<file path="src/rtl/if_stage.sv">
// if_stage -- instruction-fetch stage of the single-issue MIPS pipeline.
//
// Holds the PC, fetches one word per request from instruction memory over a
// req/ack handshake and loads the IF/ID pipeline register. A one-entry skid
// buffer catches a word that is acked while downstream is stalled.
//
// Optional feature macro: IF_ACK_TIMEOUT_EN
//   defined   : a wait counter sends the stage to ERROR (sticky fetch_err)
//               after TIMEOUT_CYCLES consecutive un-acked FETCH cycles.
//   undefined : no counter, fetch_err tied to 0, FETCH waits forever.
//
// Ports:
//   clk, rst          clock, synchronous active-high reset
//   imem_req          fetch request (high only in FETCH)
//   imem_addr         fetch byte address (always equals the PC)
//   imem_rdata        instruction word, valid with imem_ack
//   imem_ack          completes the fetch in the same cycle
//   stall             IF/ID must hold its contents
//   branch_taken      redirect PC to branch_target and flush IF/ID
//   branch_target     redirect address (bits [1:0] ignored)
//   ifid_valid/instr/pc4  IF/ID pipeline register
//   op                ifid_instr[31:26], combinational
//   fetch_err         sticky fetch-timeout flag
//   dbg_state         current FSM state (IDLE=0, FETCH=1, HOLD=2, ERROR=3)
//
// Handshake: a fetch transfers on a rising edge where imem_req and imem_ack
// are both 1; imem_ack while imem_req=0 is ignored, and the request stays
// high with a stable address until it is acked, redirected or reset.

module if_stage #(
  parameter logic [31:0] RESET_PC       = 32'h0000_0000,
  parameter int          TIMEOUT_CYCLES = 15
) (
  input  logic        clk,
  input  logic        rst,
  output logic        imem_req,
  output logic [31:0] imem_addr,
  input  logic [31:0] imem_rdata,
  input  logic        imem_ack,
  input  logic        stall,
  input  logic        branch_taken,
  input  logic [31:0] branch_target,
  output logic        ifid_valid,
  output logic [31:0] ifid_instr,
  output logic [31:0] ifid_pc4,
  output logic [5:0]  op,
  output logic        fetch_err,
  output logic [1:0]  dbg_state
);

  localparam logic [1:0] S_IDLE  = 2'd0;
  localparam logic [1:0] S_FETCH = 2'd1;
  localparam logic [1:0] S_HOLD  = 2'd2;
  localparam logic [1:0] S_ERROR = 2'd3;

  logic [1:0]  state_q, state_d;
  logic [31:0] pc_q, pc_d;
  logic        ifid_valid_q, ifid_valid_d;
  logic [31:0] ifid_instr_q, ifid_instr_d;
  logic [31:0] ifid_pc4_q, ifid_pc4_d;
  logic [31:0] skid_q, skid_d;
  logic [31:0] pc_plus4;

  // Modulo-2^32 increment: 32'hFFFF_FFFC wraps to 0.
  assign pc_plus4 = pc_q + 32'd4;

`ifdef IF_ACK_TIMEOUT_EN
  localparam int TMO_W = $clog2(TIMEOUT_CYCLES + 1);
  logic [TMO_W-1:0] tmo_q, tmo_d;
  logic             fetch_err_q, fetch_err_d;
`endif

  always_comb begin
    state_d      = state_q;
    pc_d         = pc_q;
    ifid_valid_d = ifid_valid_q;
    ifid_instr_d = ifid_instr_q;
    ifid_pc4_d   = ifid_pc4_q;
    skid_d       = skid_q;
`ifdef IF_ACK_TIMEOUT_EN
    tmo_d        = tmo_q;
    fetch_err_d  = fetch_err_q;
`endif

    case (state_q)
      S_IDLE: begin
        state_d = S_FETCH;
`ifdef IF_ACK_TIMEOUT_EN
        tmo_d   = '0;
`endif
      end
      S_FETCH: begin
        if (imem_ack) begin
          pc_d = pc_plus4;
`ifdef IF_ACK_TIMEOUT_EN
          tmo_d = '0;
`endif
          if (stall) begin
            skid_d  = imem_rdata;
            state_d = S_HOLD;
          end else begin
            ifid_valid_d = 1'b1;
            ifid_instr_d = imem_rdata;
            ifid_pc4_d   = pc_plus4;
          end
        end else begin
          if (!stall) begin
            ifid_valid_d = 1'b0;
            ifid_instr_d = 32'd0;
          end
`ifdef IF_ACK_TIMEOUT_EN
          tmo_d = tmo_q + 1'b1;
          // This wait cycle is the TIMEOUT_CYCLES-th one.
          if (tmo_q == TMO_W'(TIMEOUT_CYCLES - 1)) begin
            state_d      = S_ERROR;
            fetch_err_d  = 1'b1;
            ifid_valid_d = 1'b0;
            ifid_instr_d = 32'd0;
          end
`endif
        end
      end
      S_HOLD: begin
        if (!stall) begin
          // PC already advanced past the skidded word, so its pc4 is pc_q.
          ifid_valid_d = 1'b1;
          ifid_instr_d = skid_q;
          ifid_pc4_d   = pc_q;
          state_d      = S_FETCH;
`ifdef IF_ACK_TIMEOUT_EN
          tmo_d        = '0;
`endif
        end
      end
      default: begin
        ifid_valid_d = 1'b0;
        ifid_instr_d = 32'd0;
      end
    endcase

    // Redirect wins over stall and over any same-cycle ack.
    if (branch_taken && (state_q != S_ERROR)) begin
      pc_d         = {branch_target[31:2], 2'b00};
      ifid_valid_d = 1'b0;
      ifid_instr_d = 32'd0;
      ifid_pc4_d   = 32'd0;
      skid_d       = 32'd0;
      state_d      = S_FETCH;
`ifdef IF_ACK_TIMEOUT_EN
      tmo_d        = '0;
`endif
    end
  end

  always_ff @(posedge clk) begin
    if (rst) begin
      state_q      <= S_IDLE;
      pc_q         <= {RESET_PC[31:2], 2'b00};
      ifid_valid_q <= 1'b0;
      ifid_instr_q <= 32'd0;
      ifid_pc4_q   <= 32'd0;
      skid_q       <= 32'd0;
`ifdef IF_ACK_TIMEOUT_EN
      tmo_q        <= '0;
      fetch_err_q  <= 1'b0;
`endif
    end else begin
      state_q      <= state_d;
      pc_q         <= pc_d;
      ifid_valid_q <= ifid_valid_d;
      ifid_instr_q <= ifid_instr_d;
      ifid_pc4_q   <= ifid_pc4_d;
      skid_q       <= skid_d;
`ifdef IF_ACK_TIMEOUT_EN
      tmo_q        <= tmo_d;
      fetch_err_q  <= fetch_err_d;
`endif
    end
  end

  assign imem_req   = (state_q == S_FETCH);
  assign imem_addr  = pc_q;
  assign ifid_valid = ifid_valid_q;
  assign ifid_instr = ifid_instr_q;
  assign ifid_pc4   = ifid_pc4_q;
  assign op         = ifid_instr_q[31:26];
  assign dbg_state  = state_q;
`ifdef IF_ACK_TIMEOUT_EN
  assign fetch_err  = fetch_err_q;
`else
  assign fetch_err  = 1'b0;
`endif

endmodule

</file>
<file path="config.mk">
export PLATFORM = sky130hd
export DESIGN_NAME = if_stage
export DESIGN_NICKNAME = d
export VERILOG_FILES = /design/src/rtl/if_stage.sv
export SDC_FILE = /design/constraint.sdc
export NUM_CORES = 1
export LEC_CHECK = 0
export ABC_AREA = 0
export CORE_ASPECT_RATIO = 1.2
export CORE_MARGIN = 2
export CORE_UTILIZATION = 48
export DETAILED_ROUTE_END_ITERATION = 8
export GPL_ROUTABILITY_DRIVEN = 0
export PLACE_DENSITY_LB_ADDON = 0.05
export SLEW_MARGIN = 20
export SYNTH_ARGS = -nofsm -noshare
export SYNTH_HDL_FRONTEND = slang
export SYNTH_SLANG_ARGS = --single-unit
</file>
<file path="constraint.sdc">
create_clock -name clk -period 2.4 [get_ports clk]
set_input_delay 0.48 -clock clk [delete_from_list [all_inputs] [get_ports clk]]
set_output_delay 0.48 -clock clk [all_outputs]
set_load 0.005 [all_outputs]
</file>
==> flow_summary.ini, run 1 <==
[status]
status = finished, final reports clean

[sta]
rsz0062_at_grt = no
worst_pin_slew_ps = 541
period_share_pct = 95.5
maxClockFrequency_mhz = 437
setup_viol = 0
fin_crit_ps = 2290
hold_violations = 0
skew_ps = 9.14
maxSlewHeadroom_pct = 64.0
final_max_slew_viol_count = 0
fin_ws_ps = 109
final.setup.tns_ps = 0

[final_layout]
final_cell_mix = clkdlybuf4s50_1 (168), nand2_1 (130), dfxtp_1 (127)
final_util_pct = 68.1
layout_commonest_cell = clkdlybuf4s50_1
area_growth_pct = 39.6
nets = 965
drive_above_1_share_pct = 9.96
postLayoutCellArea_mm2 = 0.00859
diodes = 0

[cts]
clk_pin_slew_ps = 60
cts_tree = built
cts_buffer_depth = 2
htree_levels = 4
numCtsBuffers = 17
cts.repair.resized = 0
insertion_delay_ps = 420
postCtsSetupBuffers = 0
clock-sinks = 127
root_buffer = clkbuf_16
cts_hold_buf = 0

[grt]
antenna_found_initial = 0
grt_pass1_wl_um = 26800
grt_max_degree = 50
grt_overflow_total = 0
grt_pass1_vias = 5420
grtUsageTotal_pct = 24.6

[die]
die_h_um = 128
initial_utilization_pct = 48.8
top_level_ports = 176
die_x_um = 107
coreArea_mm2 = 0.0126
fp-row-count = 45
die_area_mm2 = 0.0138

[critical_path]
arrival_ps = 1810
crit_fanout = 10
rr_startpoint = dbg_state[0]
r2r-end = ifid_pc4[22]
critical_path_class = register to output port
reg2reg_slack_ps = 250
ff2ff_path_depth = 7
start_kind = register
cp.required_ps = 1920
end_kind = output port

[place]
portBuffers = 168
place.detailed.hpwl_um = 11600
pre_cts_slack_ps = 195
placedInstanceArea_mm2 = 0.00802

[synthesis]
yosys.cell_types.count = 47
ys_warn_count = 0
synth-main-ff-cell = dfxtp_1
synth-edff-count = 0
synthCells = 750
synth_seq_cells = 127
ys_seq_area_share_pct = 41.3
async_flop_share_pct = 0
synth_area_mm2 = 0.00616
syn_avg_cell_area_um2 = 8.21

[hold_path]
worstHoldStart = ifid_instr[18]
whs_path_depth = 2
hold_path_end = ifid_instr[18]
hold_class = register to register

[detailed_routing]
drt-total-wl_um = 16600
vias = 5801
drtAntennaViolNets = 0
drt-initial-drc-count = 236
drt-pass1-iter-count = 4
vias_per_cell = 5.43
wl_per_cell_um = 15.6
drc = 0

[pwr]
power.density_mw_per_mm2 = 629
p_leak_nw = 2.92
vdd_ir_drop_max_v = 0.000374

[flow_run]
cap_violations = 0
power breakdown:
group | leakage [nW] | switching [W] | internal, W
clock | 0.268 | 0.000958 | 0.00152
combinational | 1.61 | 0.000320 | 0.000347
sequential | 1.03 | 0.0000845 | 0.00217
worst max-delay path, cell delays in order (launching register included):
cell and delay (ps):
dfxtp_1 370, inv_1 110, ha_1 330, clkdlybuf4s50_1 590
flip-flops by register name, indices dropped and copies added (netlist names):
register and count:
dbg_state 2, ifid_instr 32, imem_addr 30, ifid_pc4 30
skid_q 32, ifid_valid 1
Yosys cell counts, types with 2 or more instances:
library cell / count / area share, %
o22ai_1: 6 / 0.61
or3_1: 3 / 0.30
nand4_1: 15 / 1.5
a21oi_1: 85 / 6.9
dfxtp_1: 127 / 41
nand3_4: 2 / 0.57
nand3_1: 42 / 3.4
and2_1: 2 / 0.20
nor4_4: 4 / 1.4
ha_1: 5 / 1.0
nand2_1: 130 / 7.9
nor3_1: 9 / 0.73
a211oi_1: 23 / 2.8
inv_1: 4 / 0.24
xor2_1: 33 / 4.7
a22o_1: 32 / 4.6
buf_2: 9 / 0.73
o21ai_0: 28 / 2.3
nor2_1: 44 / 2.7
a311oi_1: 3 / 0.43
nand4b_1: 2 / 0.28
buf_4: 11 / 1.3
nor4_2: 2 / 0.41
a21oi_2: 5 / 0.71
xnor2_1: 23 / 3.3
and3_1: 4 / 0.41
nand4_4: 2 / 0.69
nand2b_1: 4 / 0.41
mux2i_1: 2 / 0.33
nor2b_1: 3 / 0.30
nor4_1: 6 / 0.61
buf_1: 5 / 0.30
clkbuf_1: 52 / 3.2
clkbuf_2: 2 / 0.16
a22oi_1: 6 / 0.73
a211oi_2: 4 / 0.81
cell type report:
cell class / instances / area [µm²]
flip-flops and latches: 127 / 2540
fillers: 1065 / 4020
repair buffers: 198 / 1980
well taps: 164 / 205
clock buffers: 18 / 429
multi-input cells: 543 / 3270
clock inverters: 14 / 144
inverters: 4 / 15.0
per-layer routing:
| layer | wire, µm | up-vias | part of all wire, % | track usage (%) |
|---|---|---|---|---|
| met3 | 868 | 18 | 5.2 | 5.13 |
| li1 | - | 2893 | - | - |
| met4 | 255 | 0 | 1.5 | 10.1 |
| met1 | 6990 | 2718 | 42 | 29.5 |
| met5 | 0 | - | 0 | 0 |
| met2 | 8500 | 172 | 51 | 42.7 |
logic make-up after synthesis:
kind of cell	Yosys count	share of synthesized area (%)
other	1	0.0609
xor gates and xnor gates	56	7.97
AOI/OAI and AO/OA	194	20.1
buffers and inverters	84	6.14
and+or+nand+nor	280	22.9
adders and majority gates	5	1.02
DFF	127	41.3
muxes	3	0.508
through the flow:
stage                     cells  hold slack (ps)  power, W
after floorplan             754              437   0.00261
after global placement     1036              442   0.00295
after detailed placement   1036              447   0.00296
after CTS                  1068              455   0.00545
after global routing       1068              470   0.00560
final                      1068              453   0.00540
worst max path at each step:
stage                             from             to
after global placement        imem_ack  imem_addr[14]
after global routing      dbg_state[1]       imem_req
after floorplan           dbg_state[0]   ifid_pc4[21]
final                     dbg_state[1]       imem_req
after CTS                 dbg_state[1]       imem_req
after detailed placement      imem_ack  imem_addr[26]
No activity file was read; power rests on OpenSTA's default activity.
==> run 2: changes to the inputs <==
- TNS_END_PERCENT: not set -> 1
==> results of run 2 <==
Final layout, timing and power as in run 1 (identical DEF).
==> run 3: changes to the inputs <==
- clock period: 2.4 -> 2.3 ns (I/O delays scaled with it)
==> flow_summary.ini, run 3 (synthesis results as in run 1) <==
[critical_path]
cp.required_ps = 1840
critPathMaxStageDelay_ps = 530
crit_fanout = 9
startpoint = dbg_state[1]
start_kind = register
end_kind = output port
critical_path_class = register to output port
path_cells = inv_1 > ha_1 > buf_4 > clkdlybuf4s50_1
slowest_stage = clkdlybuf4s50_1
arrival_ps = 1710
rr_startpoint = dbg_state[0]

[sta]
fin_ws_ps = 128
hold_violations = 0
rsz0062_at_grt = no
final_max_slew_viol_count = 0
fin_crit_ps = 2170
maxSlewHeadroom_pct = 46.8
setup_viol = 0
worst_pin_slew_ps = 796
final.setup.tns_ps = 0
maxClockFrequency_mhz = 460
skew_ps = 9.85
period_share_pct = 94.4

[grt]
grt_pass1_wl_um = 27800
grt_overflow_total = 0
grt_pass1_vias = 5711
antenna_found_initial = 0
grt_max_degree = 74
grtUsageTotal_pct = 25.2

[die]
initial_utilization_pct = 48.8
die_h_um = 128
die_area_mm2 = 0.0138
top_level_ports = 176
coreArea_mm2 = 0.0126
die_x_um = 107
fp-row-count = 45

[final_layout]
fill_cells = 1051
diodes = 0
layout_commonest_cell = clkdlybuf4s50_1
drive_above_1_share_pct = 11.1
final_cell_mix = clkdlybuf4s50_1 (168), nand2_1 (130), dfxtp_1 (125)
area_growth_pct = 42.0
final_util_pct = 69.3
instances_no_fill = 1076
nets = 974

[flow_run]
cap_violations = 0

[cts]
numCtsBuffers = 17
clock-sinks = 127
htree_levels = 4
root_buffer = clkbuf_16
insertion_delay_ps = 410
cts_tree = built
clk_pin_slew_ps = 60
cts_hold_buf = 0
cts_buffer_depth = 2

[pwr]
total_power_w = 0.00592
power.density_mw_per_mm2 = 677
vdd_ir_drop_max_v = 0.000533
p_leak_nw = 3.01

[place]
pre_cts_slack_ps = 116
place_inst = 1045
portBuffers = 168
place.detailed.hpwl_um = 11800

[hold_path]
worstHoldStart = ifid_instr[7]
hold_class = register to register

[detailed_routing]
drtAntennaViolNets = 0
drt-pass1-iter-count = 4
wl_per_cell_um = 16.0
drt-total-wl_um = 17200
drt-initial-drc-count = 245
vias = 5926
drc = 0
vias_per_cell = 5.51

[status]
status = finished, final reports clean
-- run 3: cell types whose count changed in the layout (fill, tap and decap cells not counted) --
cell        delta
buf_12         +2
buf_4          +7
bufinv_16      +2
clkbuf_1       -1
clkbuf_8       +1
clkinv_2       -1
clkinvlp_4     -4
dfxtp_1        -2
dfxtp_2        +2
inv_6          +2
nor2b_2        -1
nor2b_4        +1
o21ai_0        -1
o21ai_1        +1
-- run 3: path summary, 6_finish.rpt --
kind | endpoint | cells after the start | slack [ps]
worst max-delay path | imem_req | 4 | 130
worst min-delay path | ifid_instr[7] | 2 | 450
worst max register to register | ifid_pc4[24] | 8 | 170
worst min register to register | ifid_instr[7] | 2 | 450
-- run 3: repair_timing --
item,in CTS,in global routing
setup buffers,0,0
resized for setup,0,3
setup endpoints to repair,0,13
-- run 3: metrics by stage --
stage          hold slack (ps)  instance area (µm²)
2_1_floorplan              437                 6170
5_1_grt                    469                 8740
6_report                   451                 8740
3_5_place_dp               446                 8120
4_1_cts                    454                 8740
3_3_place_gp               442                 8110
-- run 3: worst max-delay path: cells and delay by family, from the launching register on --
kind                     cells  cell delay, ps
buffers and inverters        3             780
flip-flops                   1             350
adder cells (fa/ha/maj)      1             170
-- run 3: layout make-up --
class	count	area (µm²)	area share (%)
multi-input combinational	543	3280	37.5
clock buffer	18	439	5.02
sequential	127	2540	29.1
inverter	4	15.0	0.172
tap	164	205	2.35
clock inverter	13	186	2.13
timing repair buffer	207	2070	23.7
-- run 3: power breakdown --
| group | internal, W | leakage (nW) | switching, W |
|---|---|---|---|
| clock | 0.00184 | 0.307 | 0.00100 |
| combinational | 0.000374 | 1.67 | 0.000352 |
| sequential | 0.00226 | 1.03 | 0.0000792 |
| total | 0.00448 | 3.01 | 0.00143 |
-- run 3: routing by layer --
layer  vias up  track usage (%)  part of all wire, %
met5         -                0                    0
met1      2783             30.3                   40
met3        27             4.83                  6.1
li1       2903                -                    -
met2       213             44.7                   52
met4         0             9.05                  2.0
